[src/rtl/mem_port_arbiter.sv]
// Arbiter sharing one memory port between instruction fetch (IF) and load/store (DM) requesters.
// Optional BUSY watchdog enabled by defining MEM_ARB_TIMEOUT_EN.
module mem_port_arbiter #(
   parameter int unsigned DM_MAX_CONSEC  = 4,
   parameter logic [2:0]  DMT_WORD       = 3'b000,
   parameter int unsigned TIMEOUT_CYCLES = 255
) (
   input  logic        clk,
   input  logic        rst,
   input  logic        if_req,
   input  logic [31:0] if_addr,
   output logic        if_ack,
   output logic [31:0] if_rdata,
   input  logic        dm_req,
   input  logic        dm_we,
   input  logic [31:0] dm_addr,
   input  logic [31:0] dm_wdata,
   input  logic [2:0]  dm_dmtype,
   output logic        dm_ack,
   output logic [31:0] dm_rdata,
   output logic        err,
   output logic        mem_req,
   output logic        mem_we,
   output logic [31:0] mem_addr,
   output logic [31:0] mem_wdata,
   output logic [2:0]  mem_dmtype,
   input  logic [31:0] mem_rdata,
   input  logic        mem_ready,
   output logic        stall_if,
   output logic        stall_mem,
   output logic [1:0]  dbg_state
);

   // Handshake: a requester raises req with its payload and holds both until its ack pulses
   // for one cycle; the req seen during that ack cycle is the old one and is not granted again.
   typedef enum logic [1:0] {
      S_IDLE    = 2'd0,
      S_IF_BUSY = 2'd1,
      S_DM_BUSY = 2'd2
   } state_t;

   localparam logic [2:0] LP_MAX_CONSEC = 3'(DM_MAX_CONSEC);

   state_t      r_state;
   state_t      w_state_nxt;
   logic [2:0]  r_consec;
   logic        r_if_ack;
   logic        r_dm_ack;
   logic        r_err;
   logic [31:0] r_if_rdata;
   logic [31:0] r_dm_rdata;
   logic        r_mem_req;
   logic        r_mem_we;
   logic [31:0] r_mem_addr;
   logic [31:0] r_mem_wdata;
   logic [2:0]  r_mem_dmtype;

   logic        w_any_ack;
   logic        w_if_elig;
   logic        w_dm_elig;
   logic        w_grant_if;
   logic        w_grant_dm;
   logic        w_done;
   logic        w_abort;
   logic        w_tmo_hit;

   // No grant is made while any ack pulses: the acked req is stale, and handing the bus to the
   // other side in that cycle would break every DM burst and make the fairness limit meaningless.
   assign w_any_ack = r_if_ack | r_dm_ack;
   assign w_if_elig = if_req & ~w_any_ack;
   assign w_dm_elig = dm_req & ~w_any_ack;

`ifdef MEM_ARB_TIMEOUT_EN
   localparam int unsigned        LP_TW       = $clog2(TIMEOUT_CYCLES + 1);
   localparam logic [LP_TW-1:0]   LP_TMO_LAST = LP_TW'(TIMEOUT_CYCLES - 1);
   logic [LP_TW-1:0] r_tmo;

   always_ff @(posedge clk or negedge rst) begin
      if (!rst) begin
         r_tmo <= '0;
      end else if (r_state == S_IDLE) begin
         r_tmo <= '0;
      end else if (!mem_ready) begin
         r_tmo <= r_tmo + 1'b1;
      end
   end

   // The edge that would bring the count to TIMEOUT_CYCLES performs the abort.
   assign w_tmo_hit = (r_tmo == LP_TMO_LAST);
`else
   logic w_unused_tmo;
   assign w_unused_tmo = (TIMEOUT_CYCLES == 0);
   assign w_tmo_hit    = 1'b0;
`endif

   always_ff @(posedge clk or negedge rst) begin
      if (!rst) begin
         r_state <= S_IDLE;
      end else begin
         r_state <= w_state_nxt;
      end
   end

   always_comb begin
      w_state_nxt = r_state;
      w_grant_if  = 1'b0;
      w_grant_dm  = 1'b0;
      w_done      = 1'b0;
      w_abort     = 1'b0;
      case (r_state)
         S_IDLE: begin
            if (w_dm_elig && ((r_consec < LP_MAX_CONSEC) || !w_if_elig)) begin
               w_grant_dm  = 1'b1;
               w_state_nxt = S_DM_BUSY;
            end else if (w_if_elig) begin
               w_grant_if  = 1'b1;
               w_state_nxt = S_IF_BUSY;
            end
         end
         S_IF_BUSY, S_DM_BUSY: begin
            if (mem_ready) begin
               w_done      = 1'b1;
               w_state_nxt = S_IDLE;
            end else if (w_tmo_hit) begin
               w_abort     = 1'b1;
               w_state_nxt = S_IDLE;
            end
         end
         default: w_state_nxt = S_IDLE;
      endcase
   end

   always_ff @(posedge clk or negedge rst) begin
      if (!rst) begin
         r_consec     <= '0;
         r_if_ack     <= 1'b0;
         r_dm_ack     <= 1'b0;
         r_err        <= 1'b0;
         r_if_rdata   <= '0;
         r_dm_rdata   <= '0;
         r_mem_req    <= 1'b0;
         r_mem_we     <= 1'b0;
         r_mem_addr   <= '0;
         r_mem_wdata  <= '0;
         r_mem_dmtype <= '0;
      end else begin
         r_if_ack <= 1'b0;
         r_dm_ack <= 1'b0;
         r_err    <= 1'b0;
         if (w_grant_dm) begin
            r_mem_req    <= 1'b1;
            r_mem_we     <= dm_we;
            r_mem_addr   <= dm_addr;
            r_mem_wdata  <= dm_wdata;
            r_mem_dmtype <= dm_dmtype;
            if (!if_req) begin
               r_consec <= '0;
            end else if (r_consec < LP_MAX_CONSEC) begin
               r_consec <= r_consec + 1'b1;
            end
         end else if (w_grant_if) begin
            r_mem_req    <= 1'b1;
            r_mem_we     <= 1'b0;
            r_mem_addr   <= if_addr;
            r_mem_wdata  <= '0;
            r_mem_dmtype <= DMT_WORD;
            r_consec     <= '0;
         end else if (w_done || w_abort) begin
            r_mem_req <= 1'b0;
            r_mem_we  <= 1'b0;
            r_err     <= w_abort;
            if (r_state == S_IF_BUSY) begin
               r_if_ack   <= 1'b1;
               r_if_rdata <= w_done ? mem_rdata : 32'h0;
            end else begin
               r_dm_ack   <= 1'b1;
               r_dm_rdata <= w_done ? mem_rdata : 32'h0;
            end
         end
      end
   end

   assign if_ack     = r_if_ack;
   assign dm_ack     = r_dm_ack;
   assign err        = r_err;
   assign if_rdata   = r_if_rdata;
   assign dm_rdata   = r_dm_rdata;
   assign mem_req    = r_mem_req;
   assign mem_we     = r_mem_we;
   assign mem_addr   = r_mem_addr;
   assign mem_wdata  = r_mem_wdata;
   assign mem_dmtype = r_mem_dmtype;
   assign stall_if   = if_req & ~r_if_ack;
   assign stall_mem  = dm_req & ~r_dm_ack;
   assign dbg_state  = r_state;

endmodule

[config.mk]
export PLATFORM = sky130hd
export DESIGN_NAME = mem_port_arbiter
export DESIGN_NICKNAME = d
export VERILOG_FILES = /design/src/rtl/mem_port_arbiter.sv
export SDC_FILE = /design/constraint.sdc
export NUM_CORES = 1
export LEC_CHECK = 0
export CAP_MARGIN = 20
export CORE_MARGIN = 3
export CORE_UTILIZATION = 41
export CTS_CLUSTER_SIZE = 10
export DETAILED_ROUTE_END_ITERATION = 8
export PLACE_DENSITY = 0.81
export SLEW_MARGIN = 15
export SYNTH_ARGS = -nofsm -noshare
export SYNTH_HDL_FRONTEND = slang
export SYNTH_SLANG_ARGS = --single-unit
[constraint.sdc]
create_clock -name clk -period 2.56 [get_ports clk]
set_input_delay 0.512 -clock clk [delete_from_list [all_inputs] [get_ports clk]]
set_output_delay 0.512 -clock clk [all_outputs]
set_load 0.02 [all_outputs]
==> impl_metrics.ini, run 1 <==
[run_status]
status = finished, final reports clean

[logic_synthesis]
ys_ff_latch = 140
synth_cell_types = 33
async_flop_share_pct = 100.0
seq_area_frac_synth_pct = 60.94
syn_nets = 554
synthFlopType = dfrtp_1
syn_area_per_cell_sq_um = 13.89
synth_edf_count = 0
synth_warnings = 0
netlist_instances = 414
netlist_area_sq_um = 5749

[clock_network]
path_clk_slew_ns = 0.05
numCtsBuffers = 17
cts_resized = 0
h-tree-depth = 4
numClockSinks = 140
tritoncts = built
cts_buffer_depth = 2
root_buffer = clkbuf_16
clk_latency_ns = 0.41

[critical_path]
required_ns = 2.90
rrSetupSlack_ns = 0.21
path_max_fanout = 36
cp-start-kind = flop
crit_path_end_kind = flop
cp.arrival_ns = 2.69
critPathKind = flop to flop

[die]
rows = 42
start_util_pct = 42.74
coreArea_sq_um = 13450
die_x_microns = 124.4
ios = 277
die-area_sq_um = 15480
die_y_microns = 124.4

[grt]
grt_max_degree = 86
grtUsageTotal_pct = 22.91
overflow = 0
antenna_found_initial = 0
grt_pass1_vias = 5185
grt_pass1_wl_microns = 28240

[pwr]
leakagePower_nw = 3.824
total_power_mw = 12.40
peakVddDrop_mv = 0.8176
p_per_area_nw_per_um2 = 1338

[sta]
maxSlewViolCount = 0
rsz0062_at_grt = no
hold_ws_ns = 0.4817
setup_viol = 0
post-route-period-util_pct = 91.90
setup_ws_ns = 0.2073
clock.fmax_mhz = 425.0
hold_violations = 0
min_period_ns = 2.353
setup_tns_ns = 0
finClkSkew_ns = 0.01053

[route]
wire_per_inst_microns = 20.11
drc_errors = 0
wirelength_microns = 17520
first_pass_iters = 4
vias_per_cell = 5.416
vias = 4717
final_antenna_net_count = 0
drtIter0Drc = 214

[finish]
layout.cells.most_common = clkdlybuf4s50_1
final_cell_mix = 274 x clkdlybuf4s50_1, 140 x dfrtp_1, 64 x mux2_2
drive_gt1_share_pct = 16.55
final_util_pct = 68.87
antennaDiodeCount = 0
nNetsFinal = 825
synthToLayoutAreaGrowth_pct = 61.15

[min_path]
holdCritPathClass = flop to flop

[place]
preCtsSetupSlack_ns = 0.1798
io_buffers = 275
dpl.hpwl_microns = 12620
routabilityCongestion = 0.8854

[run]
cap_violations = 0
## cells in the mapped netlist, drive strengths merged, types with 2 or more instances
master   number  area, sq um
o211ai        2        15.01
nand2         7        26.28
buf          17        130.1
a32o          2        20.02
nand3         2        10.01
ha            3        37.54
nor2          4        22.52
mux2         64        720.7
o311ai        2        17.52
a21oi        34        173.9
o2bb2ai      32        280.3
o2111ai      32        280.3
a22o         35        306.5
dfrtp       140         3503
clkbuf       22        82.58
inv           2        7.510
nor2b         3        18.77
## power breakdown
part           switching (mW)  leakage, nW  internal [mW]  total, mW
Sequential              0.604         1.74           3.25       3.85
Clock                   0.869        0.279           1.51       2.37
Combinational            3.11         1.81           3.05       6.17
## critical path: stages (launching register included)
cell	delay, ns
dfrtp_1	0.45
inv_1	0.09
ha_1	0.16
buf_4	0.34
or3b_2	0.53
nor2_4	0.14
buf_4	0.36
a22o_1	0.20
## logic make-up (layout without fill, tap and decap cells)
| group | after synthesis | in the layout | synth area share [%] |
|---|---|---|---|
| AOI/OAI and AO/OA | 143 | 143 | 19.78 |
| muxes | 65 | 65 | 12.71 |
| buffers and inverters | 41 | 322 | 3.830 |
| and+or+nand+nor | 21 | 21 | 2.024 |
| other | 1 | 1 | 0.06523 |
| DFF | 140 | 140 | 60.94 |
| adders and majority gates | 3 | 3 | 0.6530 |
## area by class of cell
class | count | area [sq um]
clock buffers | 20 | 436.7
multi-input cells | 233 | 2047
repair buffers | 291 | 2927
fillers | 974 | 4188
flip-flops and latches | 140 | 3503
inverters | 2 | 7.507
clock inverters | 9 | 123.9
well taps | 176 | 220.2
## repair_timing
action | in CTS | in global routing
hold buffers | 1 | 0
buffers inserted | 0 | 0
hold endpoints to repair | 19 | 0
## metal layers
layer / track usage (%) / share of wire, %
met5: 0 / 0
met4: 9.478 / 2.7
met3: 10.29 / 9.6
met2: 38.01 / 50
met1: 25.67 / 38
## registers in the layout, summed over array words and instances, names as in the netlist
name and flops:
mem_addr 32, mem_req 1, mem_dmtype 3, if_ack 1, dm_ack 1, mem_we 1
dm_rdata 32, r_consec 3, if_rdata 32, mem_wdata 32, dbg_state 2
## worst paths after layout
check                              from       endpoint  cells after the start
hold / removal              r_consec[0]    r_consec[0]                      1
setup reg to reg           dbg_state[0]  mem_wdata[23]                      7
setup / recovery           dbg_state[0]  mem_wdata[23]                      7
hold reg to reg             r_consec[0]    r_consec[0]                      1
max in group asynchronous           rst   mem_addr[11]                      3
min in group asynchronous           rst    if_rdata[0]                      2
## stage by stage
stage          cell area [sq um]  std cells
5_1_grt                     9265        871
2_1_floorplan               5749        414
3_5_place_dp                8695        841
6_report                    9265        871
3_3_place_gp                8695        841
4_1_cts                     9265        871
Note: power is estimated with default switching activity, not from simulation.
==> run 2: changes to the inputs <==
--- a/config.mk
+++ b/config.mk
@@ -11,6 +11,7 @@
 export CTS_CLUSTER_SIZE = 10
 export DETAILED_ROUTE_END_ITERATION = 8
 export PLACE_DENSITY = 0.81
+export SETUP_SLACK_MARGIN = 0.5
 export SLEW_MARGIN = 15
 export SYNTH_ARGS = -nofsm -noshare
 export SYNTH_HDL_FRONTEND = slang
==> impl_metrics.ini, run 2 (same netlist as run 1, synthesis figures left out) <==
[pwr]
total_power_mw = 12.38
p_per_area_nw_per_um2 = 1336
leakagePower_nw = 3.844
peakVddDrop_mv = 0.8407

[route]
vias = 4741
wire_per_inst_microns = 19.89
final_antenna_net_count = 0
drtIter0Drc = 225
vias_per_cell = 5.424
drc_errors = 0
first_pass_iters = 4
wirelength_microns = 17390

[critical_path]
r2r_cells = 6
path_depth = 5
cp_top_family = buffers and inverters
critPathKind = primary input to flop
cp-start-kind = primary input
cpMaxStageDelayCell = clkdlybuf4s50_1
cp.arrival_ns = 2.28
required_ns = 2.86
crit_path_end_kind = flop
r2r-start = dbg_state[1]
crit_buf_inv = 2
cp_cell_sequence = clkdlybuf4s50_1 > or2_1 > a211oi_4 > buf_12 > mux2_2
cpPeakStageDelay_ns = 0.49
worstSetupStartpoint = dm_req
path_max_fanout = 33

[sta]
rsz0062_at_grt = no
finClkSkew_ns = 0.007413
hold_violations = 0
min_period_ns = 1.983
post-route-period-util_pct = 77.47
clock.fmax_mhz = 504.2
setup_viol = 0
maxSlewViolCount = 0
relSlewSlack_pct = 57.81
setup_tns_ns = 0
tightest_slew_ns = 0.6328

[grt]
busiest_layer = met2
use_met1_pct = 26.05
met3_usage_pct = 10.33
grtUsageTotal_pct = 22.93
grt_max_degree = 69
grt_pass1_wl_microns = 28450
antenna_found_initial = 0
grt_pass1_vias = 5236
overflow = 0
met2_usage_pct = 38.42

[finish]
final_cell_mix = 269 x clkdlybuf4s50_1, 137 x dfrtp_1, 64 x mux2_2
nNetsFinal = 825
layout.cells.most_common = clkdlybuf4s50_1
synthToLayoutAreaGrowth_pct = 61.24
drive_gt1_share_pct = 18.34
antennaDiodeCount = 0

[die]
coreArea_sq_um = 13450
die_y_microns = 124.4
rows = 42
die_x_microns = 124.4
ios = 277
start_util_pct = 42.74
die-area_sq_um = 15480

[clock_network]
tritoncts = built
cts_buffer_depth = 2
h-tree-depth = 4
numCtsBuffers = 17
clk_latency_ns = 0.42
numClockSinks = 140
post_cts_buffers = 0
root_buffer = clkbuf_16
path_clk_slew_ns = 0.06

[place]
routabilityCongestion = 0.8331
dpl.hpwl_microns = 12320
io_buffers = 275

[run]
cap_violations = 0

[run_status]
status = finished, final reports clean

[min_path]
holdCritPathClass = primary input to async pin
[run 2: cell types whose count changed in the layout (fill, tap and decap cells not counted), moves of 2 or more]
cell             change
clkinvlp_4           +5
clkbuf_1             -3
clkbuf_2             +2
dlymetal6s2s_1       +2
dfrtp_1              -3
inv_6                +2
dfrtp_2              +3
buf_4                +2
clkdlybuf4s50_1      -5
[run 2: cell type report]
class / count / area [sq um]
fillers: 978 / 4183
flip-flops and latches: 140 / 3507
repair buffers: 291 / 2905
multi-input cells: 233 / 2056
clock buffers: 17 / 425.4
well taps: 176 / 220.2
clock inverters: 15 / 148.9
inverters: 2 / 7.507
[run 2: timing repair]
item,in CTS,in global routing
endpoints found under the setup margin,4,31
gates resized for setup,5,6
hold buffers,0,0
[run 2: worst paths after layout]
check,slack [ns],endpoint
worst max-delay path,0.58,dm_rdata[8]
worst min-delay path,0.09,if_rdata[7]
worst max register to register,0.61,dm_rdata[8]
worst min register to register,0.48,r_consec[0]
max in group asynchronous,1.77,dm_ack
min in group clk,0.48,r_consec[0]
[run 2: metal layers]
metal	up-vias	routed length (microns)
met5	-	0
li1	2146	-
met4	0	429
met3	30	1626
met1	2328	6743
met2	237	8586
[run 2: through the flow]
step                utilization [%]  setup slack (ns)  cells  hold WS (ns)  cell area (sq um)
floorplan                         -            0.5116    414        0.2164               5754
global placement              64.63            0.1887    842        0.4635               8695
detailed placement            64.63            0.1571    842        0.4730               8695
CTS                           68.89            0.4755    874        0.1053               9268
global route                  68.91            0.5039    874        0.1268               9270
finish                        68.91            0.5768    874       0.09030               9270
[run 2: where the power goes]
part / internal [mW] / leakage [nW] / switching (mW)
sequential: 3.25 / 1.73 / 0.600
combinational: 3.04 / 1.84 / 3.13
clock: 1.43 / 0.271 / 0.938
[run 2: worst reg2reg max path: cells and delay by family (launching register included)]
kind	cells	cell delay, ns
simple gates	1	0.13
buf+inv	2	0.32
mux	1	0.39
fa+ha+maj	1	0.34
compound gates	1	0.28
flops	1	0.39
==> run 3: changes to the inputs <==
--- a/config.mk
+++ b/config.mk
@@ -7,10 +7,10 @@
 export LEC_CHECK = 0
 export CAP_MARGIN = 20
 export CORE_MARGIN = 3
-export CORE_UTILIZATION = 41
+export CORE_UTILIZATION = 37
 export CTS_CLUSTER_SIZE = 10
 export DETAILED_ROUTE_END_ITERATION = 8
-export PLACE_DENSITY = 0.81
+export PLACE_DENSITY = 0.77
 export SETUP_SLACK_MARGIN = 0.5
 export SLEW_MARGIN = 15
 export SYNTH_ARGS = -nofsm -noshare
==> constraint.sdc (replaced) <==
create_clock -name clk -period 1.8 [get_ports clk]
set_input_delay 0.36 -clock clk [delete_from_list [all_inputs] [get_ports clk]]
set_output_delay 0.36 -clock clk [all_outputs]
set_load 0.02 [all_outputs]
==> impl_metrics.ini, run 3 (same netlist as run 1, synthesis figures left out) <==
[run_status]
status = finished with violations
violations = setup timing

[route]
drtIter0Drc = 194
wirelength_microns = 20370
first_pass_iters = 4
drc_errors = 0
wire_per_inst_microns = 21.60
vias = 5060
vias_per_cell = 5.366
final_antenna_net_count = 0

[critical_path]
critPathKind = flop to flop
worstSetupStartpoint = dbg_state[1]
rrSetupSlack_ns = -0.08
setup.worst_path.end = dm_rdata[1]
path_max_fanout = 16
r2r-start = dbg_state[1]
r2r_cells = 8
reg2reg_to = dm_rdata[1]
crit_path_end_kind = flop
cp.arrival_ns = 2.18
required_ns = 2.09
cp-start-kind = flop

[grt]
overflow = 0
grt_pass1_wl_microns = 29310
antenna_found_initial = 0
grtUsageTotal_pct = 22.32
grt_pass1_vias = 5548
grt_max_degree = 46

[sta]
post-route-period-util_pct = 104.7
maxSlewViolCount = 0
clock.fmax_mhz = 530.6
setup_viol = 53
min_period_ns = 1.885
finClkSkew_ns = 0.005821
hold_violations = 0
rsz0062_at_grt = yes
setup_ws_ns = -0.08461

[pwr]
leakagePower_nw = 4.682
peakVddDrop_mv = 1.187
total_power_mw = 20.42
p_per_area_nw_per_um2 = 1958

[finish]
fillers = 988
nNetsFinal = 886
final_cell_mix = 144 x buf_6, 136 x dfrtp_1, 133 x clkdlybuf4s50_1
seqCellArea_sq_um = 3508
multi_input_area_sq_um = 2231
final_cell_count_no_fill = 943
layout.cells.most_common = buf_6
drive_gt1_share_pct = 43.61
synthToLayoutAreaGrowth_pct = 81.35
antennaDiodeCount = 0

[clock_network]
root_buffer = clkbuf_16
h-tree-depth = 4
path_clk_slew_ns = 0.06
clk_latency_ns = 0.41
numCtsBuffers = 17
numClockSinks = 140
cts_buffer_depth = 2
tritoncts = built

[die]
ios = 277
die_x_microns = 130.7
coreArea_sq_um = 14860
start_util_pct = 38.68
rows = 44
die-area_sq_um = 17070
die_y_microns = 130.7

[place]
dp.cells = 870
io_buffers = 275
routabilityCongestion = 0.7808
dpl.hpwl_microns = 12750

[run]
cap_violations = 0

[min_path]
holdCritPathClass = primary input to async pin
run 3: changes by cell type in the layout (fill, tap and decap cells not counted), moves of 3 or more:
cell / change
clkdlybuf4s50_1: -136
clkinvlp_4: -3
mux2_4: +32
bufbuf_16: +3
buf_12: +10
buf_4: +35
clkbuf_16: +5
mux2_2: -32
buf_6: +143
run 3: worst min path at each step:
stage / startpoint / end / cells past startpoint
finish: rst / dm_rdata[5] / 2
global route: rst / dm_rdata[5] / 2
CTS: rst / dm_rdata[5] / 2
detailed placement: rst / dm_rdata[5] / 1
global placement: rst / dm_rdata[5] / 1
floorplan: rst / dbg_state[0] / 0
run 3: worst max-delay path, stage by stage, from the launching register on:
cell      delay (ns)
dfrtp_2         0.38
inv_2           0.05
ha_4            0.15
nor3b_2         0.14
buf_4           0.15
a211oi_4        0.21
buf_4           0.17
buf_16          0.15
mux2_2          0.34
run 3: layer usage:
layer  global-route usage (%)  vias up  wire (microns)
met4                    8.288        0             656
met5                        0        -               0
met3                    9.390       48            1924
met1                    24.74     2507            7515
li1                         -     2265               -
met2                    38.37      240           10280
run 3: cell type report:
type	count	area share, %
clock buffer	21	4.416
multi-input combinational	233	21.40
sequential	140	33.65
tap	184	2.208
inverter	2	0.07200
timing repair buffer	352	37.13
clock inverter	11	1.128
run 3: what timing repair did:
item / 4_1_cts / 5_1_grt
endpoints found under the hold margin: 39 / 0
pin swaps: 0 / 5
setup buffers: 21 / 8
endpoints found under the setup margin: 279 / 279
resized for setup: 729 / 147
gates cloned: 4 / 7
hold buffers: 1 / 0
run 3: through the flow:
step / worst slack, ns / hold WS (ns) / TNS (ns) / cell area [sq um] / utilization, %
2_1_floorplan: -0.2287 / 0.06441 / -11.74 / 5781 / -
3_3_place_gp: -0.3401 / 0.3086 / -32.99 / 8957 / 60.26
3_5_place_dp: -0.3594 / 0.3157 / -34.71 / 8957 / 60.26
4_1_cts: -0.05189 / 0.4316 / -1.236 / 9980 / 67.14
5_1_grt: -0.1550 / 0.4665 / -7.257 / 10430 / 70.14
6_report: -0.08461 / 0.4301 / -2.619 / 10430 / 70.14
run 3: power breakdown:
part           total (mW)  internal, mW  leakage (nW)  switching [mW]
clock network        3.42          2.11         0.283            1.31
logic                11.2          6.21          2.67            5.02
registers            5.76          4.64          1.73            1.13
